<file path="src/rtl/ethernet_sfp_link_ctrl.sv">
// Multi-lane SFP/GT link bring-up controller: global GT reset sequencing plus
// per-lane lock qualification, retry with RX datapath reset, and status reporting.
module ethernet_sfp_link_ctrl #(
    parameter int LANES               = 1,
    parameter int RESET_CYCLES        = 1024,
    parameter int LOCK_TIMEOUT_CYCLES = 1250000,
    parameter int STABLE_CYCLES       = 12500,
    parameter int RX_RESET_CYCLES     = 16,
    parameter int MAX_RETRIES         = 0
) (
    input  logic                 clock,
    input  logic                 resetn,
    input  logic                 clock_ok,
    input  logic [LANES-1:0]     sfp_modprs_n,
    input  logic [LANES-1:0]     gt_reset_tx_done,
    input  logic [LANES-1:0]     gt_reset_rx_done,
    input  logic [LANES-1:0]     rx_block_lock,
    output logic                 gt_reset_all,
    output logic                 sfp_refclk_reset,
    output logic [LANES-1:0]     gt_rx_datapath_reset,
    output logic [LANES-1:0]     link_up,
    output logic [LANES-1:0]     link_change,
    output logic [8*LANES-1:0]   lane_status
);

    localparam int TMAX = (LOCK_TIMEOUT_CYCLES > STABLE_CYCLES)
        ? ((LOCK_TIMEOUT_CYCLES > RX_RESET_CYCLES) ? LOCK_TIMEOUT_CYCLES : RX_RESET_CYCLES)
        : ((STABLE_CYCLES > RX_RESET_CYCLES) ? STABLE_CYCLES : RX_RESET_CYCLES);
    localparam int TW = $clog2(TMAX) + 1;
    localparam int GW = $clog2(RESET_CYCLES) + 1;

    localparam logic [TW-1:0] LOCK_LAST   = TW'(LOCK_TIMEOUT_CYCLES - 1);
    localparam logic [TW-1:0] STABLE_LAST = TW'(STABLE_CYCLES - 1);
    localparam logic [TW-1:0] RXRST_LAST  = TW'(RX_RESET_CYCLES - 1);
    localparam logic [GW-1:0] GRST_LAST   = GW'(RESET_CYCLES - 1);

    typedef enum logic [2:0] {
        ST_OFF       = 3'd0,
        ST_WAIT_GT   = 3'd1,
        ST_WAIT_LOCK = 3'd2,
        ST_STABLE    = 3'd3,
        ST_UP        = 3'd4,
        ST_RETRY     = 3'd5,
        ST_FAILED    = 3'd6
    } lane_state_e;

    logic             clock_ok_meta, clock_ok_sync;
    logic [LANES-1:0] modprs_meta, modprs_sync;
    logic [LANES-1:0] tx_meta, tx_sync;
    logic [LANES-1:0] rx_meta, rx_sync;
    logic [LANES-1:0] lock_meta, lock_sync;
    logic [GW-1:0]    gcnt;

    // Module-present resets to "absent" so lanes never start before a real sample.
    always_ff @(posedge clock or negedge resetn) begin
        if (!resetn) begin
            clock_ok_meta <= 1'b0;
            clock_ok_sync <= 1'b0;
            modprs_meta   <= '1;
            modprs_sync   <= '1;
            tx_meta       <= '0;
            tx_sync       <= '0;
            rx_meta       <= '0;
            rx_sync       <= '0;
            lock_meta     <= '0;
            lock_sync     <= '0;
        end else begin
            clock_ok_meta <= clock_ok;
            clock_ok_sync <= clock_ok_meta;
            modprs_meta   <= sfp_modprs_n;
            modprs_sync   <= modprs_meta;
            tx_meta       <= gt_reset_tx_done;
            tx_sync       <= tx_meta;
            rx_meta       <= gt_reset_rx_done;
            rx_sync       <= rx_meta;
            lock_meta     <= rx_block_lock;
            lock_sync     <= lock_meta;
        end
    end

    assign sfp_refclk_reset = ~clock_ok_sync;

    always_ff @(posedge clock or negedge resetn) begin
        if (!resetn) begin
            gcnt         <= '0;
            gt_reset_all <= 1'b1;
        end else if (!clock_ok_sync) begin
            gcnt         <= '0;
            gt_reset_all <= 1'b1;
        end else if (gt_reset_all) begin
            if (gcnt == GRST_LAST) begin
                gt_reset_all <= 1'b0;
            end else begin
                gcnt <= gcnt + GW'(1);
            end
        end
    end

    for (genvar i = 0; i < LANES; i++) begin : g_lane
        lane_state_e   state;
        logic [TW-1:0] timer;
        logic [3:0]    retry;
        logic          rx_rst;
        logic          up_q;
        logic          up_d;
        logic          change_q;

        always_ff @(posedge clock or negedge resetn) begin
            if (!resetn) begin
                state    <= ST_OFF;
                timer    <= '0;
                retry    <= '0;
                rx_rst   <= 1'b0;
                up_q     <= 1'b0;
                up_d     <= 1'b0;
                change_q <= 1'b0;
            end else begin
                up_q     <= (state == ST_UP);
                up_d     <= up_q;
                change_q <= up_q ^ up_d;

                // Removal outranks clock loss, which outranks every FSM transition.
                if (modprs_sync[i] || !clock_ok_sync) begin
                    state  <= ST_OFF;
                    timer  <= '0;
                    retry  <= '0;
                    rx_rst <= 1'b0;
                end else begin
                    case (state)
                        ST_OFF: begin
                            timer  <= '0;
                            retry  <= '0;
                            rx_rst <= 1'b0;
                            if (!gt_reset_all) state <= ST_WAIT_GT;
                        end
                        ST_WAIT_GT: begin
                            timer <= '0;
                            if (tx_sync[i] && rx_sync[i]) state <= ST_WAIT_LOCK;
                        end
                        ST_WAIT_LOCK: begin
                            if (lock_sync[i]) begin
                                state <= ST_STABLE;
                                timer <= '0;
                            end else if (timer == LOCK_LAST) begin
                                state  <= ST_RETRY;
                                timer  <= '0;
                                rx_rst <= 1'b1;
                                if (retry != 4'hF) retry <= retry + 4'd1;
                            end else begin
                                timer <= timer + TW'(1);
                            end
                        end
                        ST_STABLE: begin
                            if (!lock_sync[i]) begin
                                state <= ST_WAIT_LOCK;
                                timer <= '0;
                            end else if (timer == STABLE_LAST) begin
                                state <= ST_UP;
                                timer <= '0;
                            end else begin
                                timer <= timer + TW'(1);
                            end
                        end
                        ST_UP: begin
                            if (!lock_sync[i] || !rx_sync[i]) begin
                                state  <= ST_RETRY;
                                timer  <= '0;
                                rx_rst <= 1'b1;
                                if (retry != 4'hF) retry <= retry + 4'd1;
                            end
                        end
                        ST_RETRY: begin
                            if (timer == RXRST_LAST) begin
                                timer  <= '0;
                                rx_rst <= 1'b0;
                                if ((MAX_RETRIES != 0) && (int'(retry) >= MAX_RETRIES)) begin
                                    state <= ST_FAILED;
                                end else begin
                                    state <= ST_WAIT_GT;
                                end
                            end else begin
                                timer <= timer + TW'(1);
                            end
                        end
                        ST_FAILED: begin
                            timer  <= '0;
                            rx_rst <= 1'b0;
                        end
                        default: begin
                            state  <= ST_OFF;
                            timer  <= '0;
                            rx_rst <= 1'b0;
                        end
                    endcase
                end
            end
        end

        assign gt_rx_datapath_reset[i] = rx_rst;
        assign link_up[i]              = up_q;
        assign link_change[i]          = change_q;
        assign lane_status[8*i +: 8]   = {state == ST_FAILED, retry, state};
    end

endmodule

</file>
<file path="config.mk">
export PLATFORM = sky130hd
export DESIGN_NAME = ethernet_sfp_link_ctrl
export DESIGN_NICKNAME = d
export VERILOG_FILES = /design/src/rtl/ethernet_sfp_link_ctrl.sv
export SDC_FILE = /design/constraint.sdc
export NUM_CORES = 1
export LEC_CHECK = 0
export CELL_PAD_IN_SITES_DETAIL_PLACEMENT = 1
export CELL_PAD_IN_SITES_GLOBAL_PLACEMENT = 2
export CORE_MARGIN = 4
export CORE_UTILIZATION = 33
export DETAILED_ROUTE_END_ITERATION = 12
export PLACE_DENSITY_LB_ADDON = 0.1
export SKIP_LAST_GASP = 1
export SLEW_MARGIN = 20
export SYNTH_ARGS = -nofsm -noshare
export SYNTH_HDL_FRONTEND = slang
export SYNTH_SLANG_ARGS = --single-unit
</file>
<file path="constraint.sdc">
create_clock -name clock -period 2.9 [get_ports clock]
set_input_delay 0.29 -clock clock [delete_from_list [all_inputs] [get_ports clock]]
set_output_delay 0.29 -clock clock [all_outputs]
set_load 0.05 [all_outputs]
</file>
# Yosys cells after proc, flatten, opt, wreduce, memory -nomap -nowiden
# Index checks and enable logic that the tools add are counted.
# Widths: inputs -> output; s select.
dict set report op_classes {
  addsub 3
  n_mul 0
  n_div 0
  n_lt_le_gt_ge 0
  eq_ne 23
  n_shift 0
  muxes 36
  bitwise_logic 2
  reduce_logical 13
}
# cell n
set ops {}
lappend ops {{$mux 22} 7}
lappend ops {{$pmux 22 s4} 1}
lappend ops {{$mux 11} 3}
lappend ops {{$mux 3} 9}
lappend ops {{$add 22x1->22 const B} 1}
lappend ops {{$eq 22x14->1 const B} 1}
lappend ops {{$eq 22x21->1 const B} 1}
lappend ops {{$eq 22x4->1 const B} 1}
lappend ops {{$pmux 3 s7} 1}
lappend ops {{$mux 4} 5}
lappend ops {{$ne 3x3->1 const B} 5}
lappend ops {{$ne 4x4->1 const B} 3}
lappend ops {{$pmux 4 s3} 1}
lappend ops {{$add 11x1->11 const B} 1}
lappend ops {{$eq 11x10->1 const B} 1}
lappend ops {{$eq 3x3->1 const B} 3}
lappend ops {{$mux 1} 8}
lappend ops {{$reduce_and 7->1} 1}
lappend ops {{$eq 3x2->1 const B} 2}
lappend ops {{$reduce_and 5->1} 1}
lappend ops {{$add 4x1->4 const B} 1}
lappend ops {{$ne 2x1->1 const B} 2}
lappend ops {{$ne 2x2->1 const B} 2}
lappend ops {{$pmux 1 s4} 1}
lappend ops {{other kinds (12)} 15}
dict set report totals {
  ff_bits 55
  latchBits 0
  ramBits 0
  mem_bits_ro 0
  wordCells 96
  n_memories 0
}

# Longest topological paths before layout
dict set report depth {
  ltp_word 6
  ltp_mapped 9
  depth_no_buf 7
}

# Least setup slack after synthesis
# OpenSTA, ideal clock, no wires.
dict set report synth_timing {
  path_kind {register -> register}
  from {reg g_lane[0].timer[0]}
  to {reg g_lane[0].retry[2]}
  setup_time_ps 76
  arrival_time_ps 2690
  required_time_ps 2824
  setup_slack_ps 134
  path_stages_with_launch 8
  n_path_buf 0
  path_cell_list {dfrtp_1 -> ha_1 -> or4b_4 -> or4_4 -> or4_4 -> o31a_4 -> o22a_1 -> o21ai_2}
}
dict set report synth_between {
  elab_chain_len 3
}
# element line
set synth_rtl {}
lappend synth_rtl {{from (decl)} 101} ;# logic [TW-1:0] timer;
lappend synth_rtl {{from (signal assigned)} 150} ;# timer <= timer + TW'(1);
lappend synth_rtl {{from (signal assigned)} 161} ;# timer <= timer + TW'(1);
lappend synth_rtl {{from (signal assigned)} 182} ;# timer <= timer + TW'(1);
lappend synth_rtl {{$eq 22x21->1} 144} ;# end else if (timer == LOCK_LAST) begin
lappend synth_rtl {{$ne 3x3->1 (no source line)} -}
lappend synth_rtl {{$reduce_and 4->1 (no source line)} -}
lappend synth_rtl {{to (signal assigned)} 148} ;# if (retry != 4'hF) retry <= retry + 4'd1;
lappend synth_rtl {{to (signal assigned)} 169} ;# if (retry != 4'hF) retry <= retry + 4'd1;
lappend synth_rtl {{to (decl)} 102} ;# logic [3:0] retry;
# No other way between the ends.
# A chain may end at the register's enable or synchronous reset.

# Final worst setup path
dict set report layout_timing {
  from {reg g_lane[0].timer[1]}
  to {reg g_lane[0].retry[2]}
}
# Same word-level chain as after synthesis.

==> results_dict.tcl <==
set metrics [dict create \
    status "completed" \
    drt-total-wl_mm 7.20 \
    ant_nets 0 \
    postSynthAreaPerCell_um2 9.34 \
    synth_top_area_cell "dfrtp_1" \
    r2r_setup_slack_ns 0.14 \
    ctsRootBufferMaster "clkbuf_8" \
    worst_slew_pin_slew_ns 0.724 \
    cts.htree.levels 2 \
    synth_area_leaders "dfrtp_1 46%, nand2_1 4.1%, a21oi_1 3.9%, nand3_1 3.3%, o21ai_0 3.0%" \
    fmax_ghz 0.362 \
    startpoint "g_lane[0].timer[1]$_DFFE_PN0P_" \
    hold_class "primary input to async pin" \
    crit_type "flop to flop" \
    r2r-start "g_lane[0].timer[1]$_DFFE_PN0P_" \
    arrival_ns 3.01 \
    hold_buffers 0 \
    cts_buffers 5 \
    reg2reg_to "g_lane[0].retry[2]$_DFFE_PN0P_" \
    synth_cells 304 \
    drc_errors 0 \
    drv_slew 0 \
    holdWs_ns 0.107 \
    crit_path_end_kind "flop" \
    setup_ws_ns 0.136 \
    dr.pass1.iters 4 \
    leakage_nw 1.38 \
    io_pins 20 \
    cp.required_ns 3.15 \
    final_net_count 341 \
    antenna_found_initial 0 \
    routabilityCongestion 0.742 \
    num_vias 2352 \
    grt_max_degree 56 \
    final_core_util_pct 39.7 \
    ys_seq_area_share_pct 48.6 \
    syn-num-nets 314 \
    grt_overflow 0 \
    nFillCells 980 \
    start_util_pct 34.2 \
    maxCapViolCount 0 \
    ys_warn_count 0 \
    yosysMostFrequentCell "dfrtp_1" \
    p_sw_share_pct 24.2 \
    netlist_area_um2 2840 \
    die_x_um 101 \
    cellPowerDensity_nw_per_um2 389 \
    dpl.cell_count 428 \
    grt_pass1_wl_mm 12.1 \
    clock_latency_ns 0.31 \
    slew_headroom_pct 51.7 \
    track_usage_pct 15.0 \
    ys_ff_latch 55 \
    crit_path_start_kind "flop" \
    stdcell_count 437 \
    internal-power_mw 0.971 \
    fin_crit_sh_pct 95.3 \
    hold_viol 0 \
    power.net_switching_mw 0.310 \
    drive_gt1_share_pct 12.0 \
    clockBufferDepth 2 \
    sequentialPowerShare_pct 61.4 \
    synthDominantCellAreaShare_pct 45.8 \
    ir_worst_vdd_mv 0.192 \
    setup_viol 0 \
    rsz0062_at_grt "no" \
    wl_per_cell_um 16.5 \
    syn_to_final_growth_pct 16.1 \
    crit_fanout 7 \
    ys_types 52 \
    place_ws_ns 0.0750 \
    synth_flop_cell "dfrtp_1" \
    dieArea_um2 10200 \
    cts_sinks 55 \
    synthArstFlopShare_pct 100 \
    power_frac_clock_pct 35.0 \
    std_cell_rows 33 \
    synthTopCellsByCount "52 x dfrtp_1, 31 x nand2_1, 22 x a21oi_1" \
    first_global_vias 2412 \
    first_iter_violations 51 \
    core_um2 8300 \
    viasPerCell 5.38 \
    cts.reportedPaths.clkPinSlew_ns 0.11 \
    cts_tree "done" \
    clock_skew_ns 0.00813 \
    synth_edf_count 0 \
    fin_crit_ns 2.76 \
    die_y_um 101 \
    antenna_cells 0 \
    r2r_cells 7 \
    finalSetupTns_ns 0 \
    portBuffers 19 \
    comb_power_share_pct 3.6 \
    dp.final_hpwl_mm 5.06 \
]
-- worst max path at each step --
stage / to / slack (ns) / depth (start not counted)
final: g_lane[0].retry[2]$_DFFE_PN0P_ / 0.14 / 7
after global routing: g_lane[0].retry[2]$_DFFE_PN0P_ / 0.03 / 6
after global placement: g_lane[0].retry[2]$_DFFE_PN0P_ / 0.17 / 7
after CTS: g_lane[0].timer[3]$_DFFE_PN0P_ / 0.05 / 8
after floorplan: g_lane[0].retry[2]$_DFFE_PN0P_ / 0.13 / 7
after detailed placement: g_lane[0].timer[4]$_DFFE_PN0P_ / 0.08 / 8
-- final cells by class --
cell class	count	area [µm²]	share of cell area, %
Sequential cell	55	1380	41.9
Inverter	12	45.0	1.37
Tap cell	105	131	3.98
Clock inverter	3	26.3	0.797
Clock buffer	5	68.8	2.09
Multi-Input combinational cell	223	1350	40.9
Timing Repair Buffer	34	298	9.03
-- state kept, by name, summed over array words and instances, names as in the netlist --
register / count
g_lane.state: 3
tx_meta: 1
g_lane.up_d: 1
modprs_sync: 1
rx_meta: 1
g_lane.timer: 22
gt_reset_all: 1
lock_sync: 1
link_change: 1
clock_ok_sync: 1
tx_sync: 1
g_lane.retry: 4
lock_meta: 1
rx_sync: 1
gcnt: 11
clock_ok_meta: 1
gt_rx_datapath_reset: 1
link_up: 1
modprs_meta: 1
-- metal layers --
| layer | share of wire (%) | vias to the layer above | GRT usage, % |
|---|---|---|---|
| met5 | 0 | - | 0 |
| met4 | 0.89 | 0 | 4.04 |
| met3 | 2.4 | 5 | 2.49 |
| met2 | 48 | 21 | 25.4 |
| met1 | 48 | 1168 | 19.7 |
| li1 | - | 1158 | - |
-- kinds of logic after synthesis --
group / Yosys count / share of synthesized area [%]
buffers and inverters: 26 / 4.18
adders and majority gates: 3 / 1.32
muxes: 4 / 1.41
xor gates and xnor gates: 10 / 3.08
DFF: 55 / 48.6
and+or+nand+nor: 130 / 23.9
AOI/OAI and AO/OA: 76 / 17.5
-- stage by stage --
step,power [mW],instance area [µm²]
global route,1.35,3300
floorplan,0.817,2840
CTS,1.32,3290
finish,1.28,3300
global placement,0.850,3190
detailed placement,0.851,3190
-- worst max-delay path, stage by stage (launching register included) --
cell,delay (ns)
dfrtp_1,0.39
ha_1,0.17
or4b_4,0.47
or4_4,0.52
or4_4,0.51
o31a_4,0.33
o22a_1,0.20
o21ai_2,0.11
-- cells in the final DEF, fill, tap and decap left out, drive strengths merged, types with 8 or more instances in the layout --
master         count
nand2             31
xor2               8
buf               16
nor2              20
dfrtp             52
nor3              11
a31oi              8
or3               11
clkdlybuf4s50     18
o21ai             18
nand4             11
inv               14
nand3             19
a21oi             22
-- power groups by stage --
stage          Clock (mW)  Sequential (mW)  Combinational, mW
3_5_place_dp            0            0.802             0.0484
4_1_cts             0.487            0.788             0.0488
6_report            0.448            0.787             0.0461
5_1_grt             0.512            0.789             0.0535
3_3_place_gp            0            0.802             0.0479
2_1_floorplan           0            0.799             0.0172
-- repair_timing --
item	4_1_cts	5_1_grt
buffers inserted	0	1
resized for setup	0	1
endpoints found under the setup margin	0	23
No activity file was read; power rests on OpenSTA's default activity.
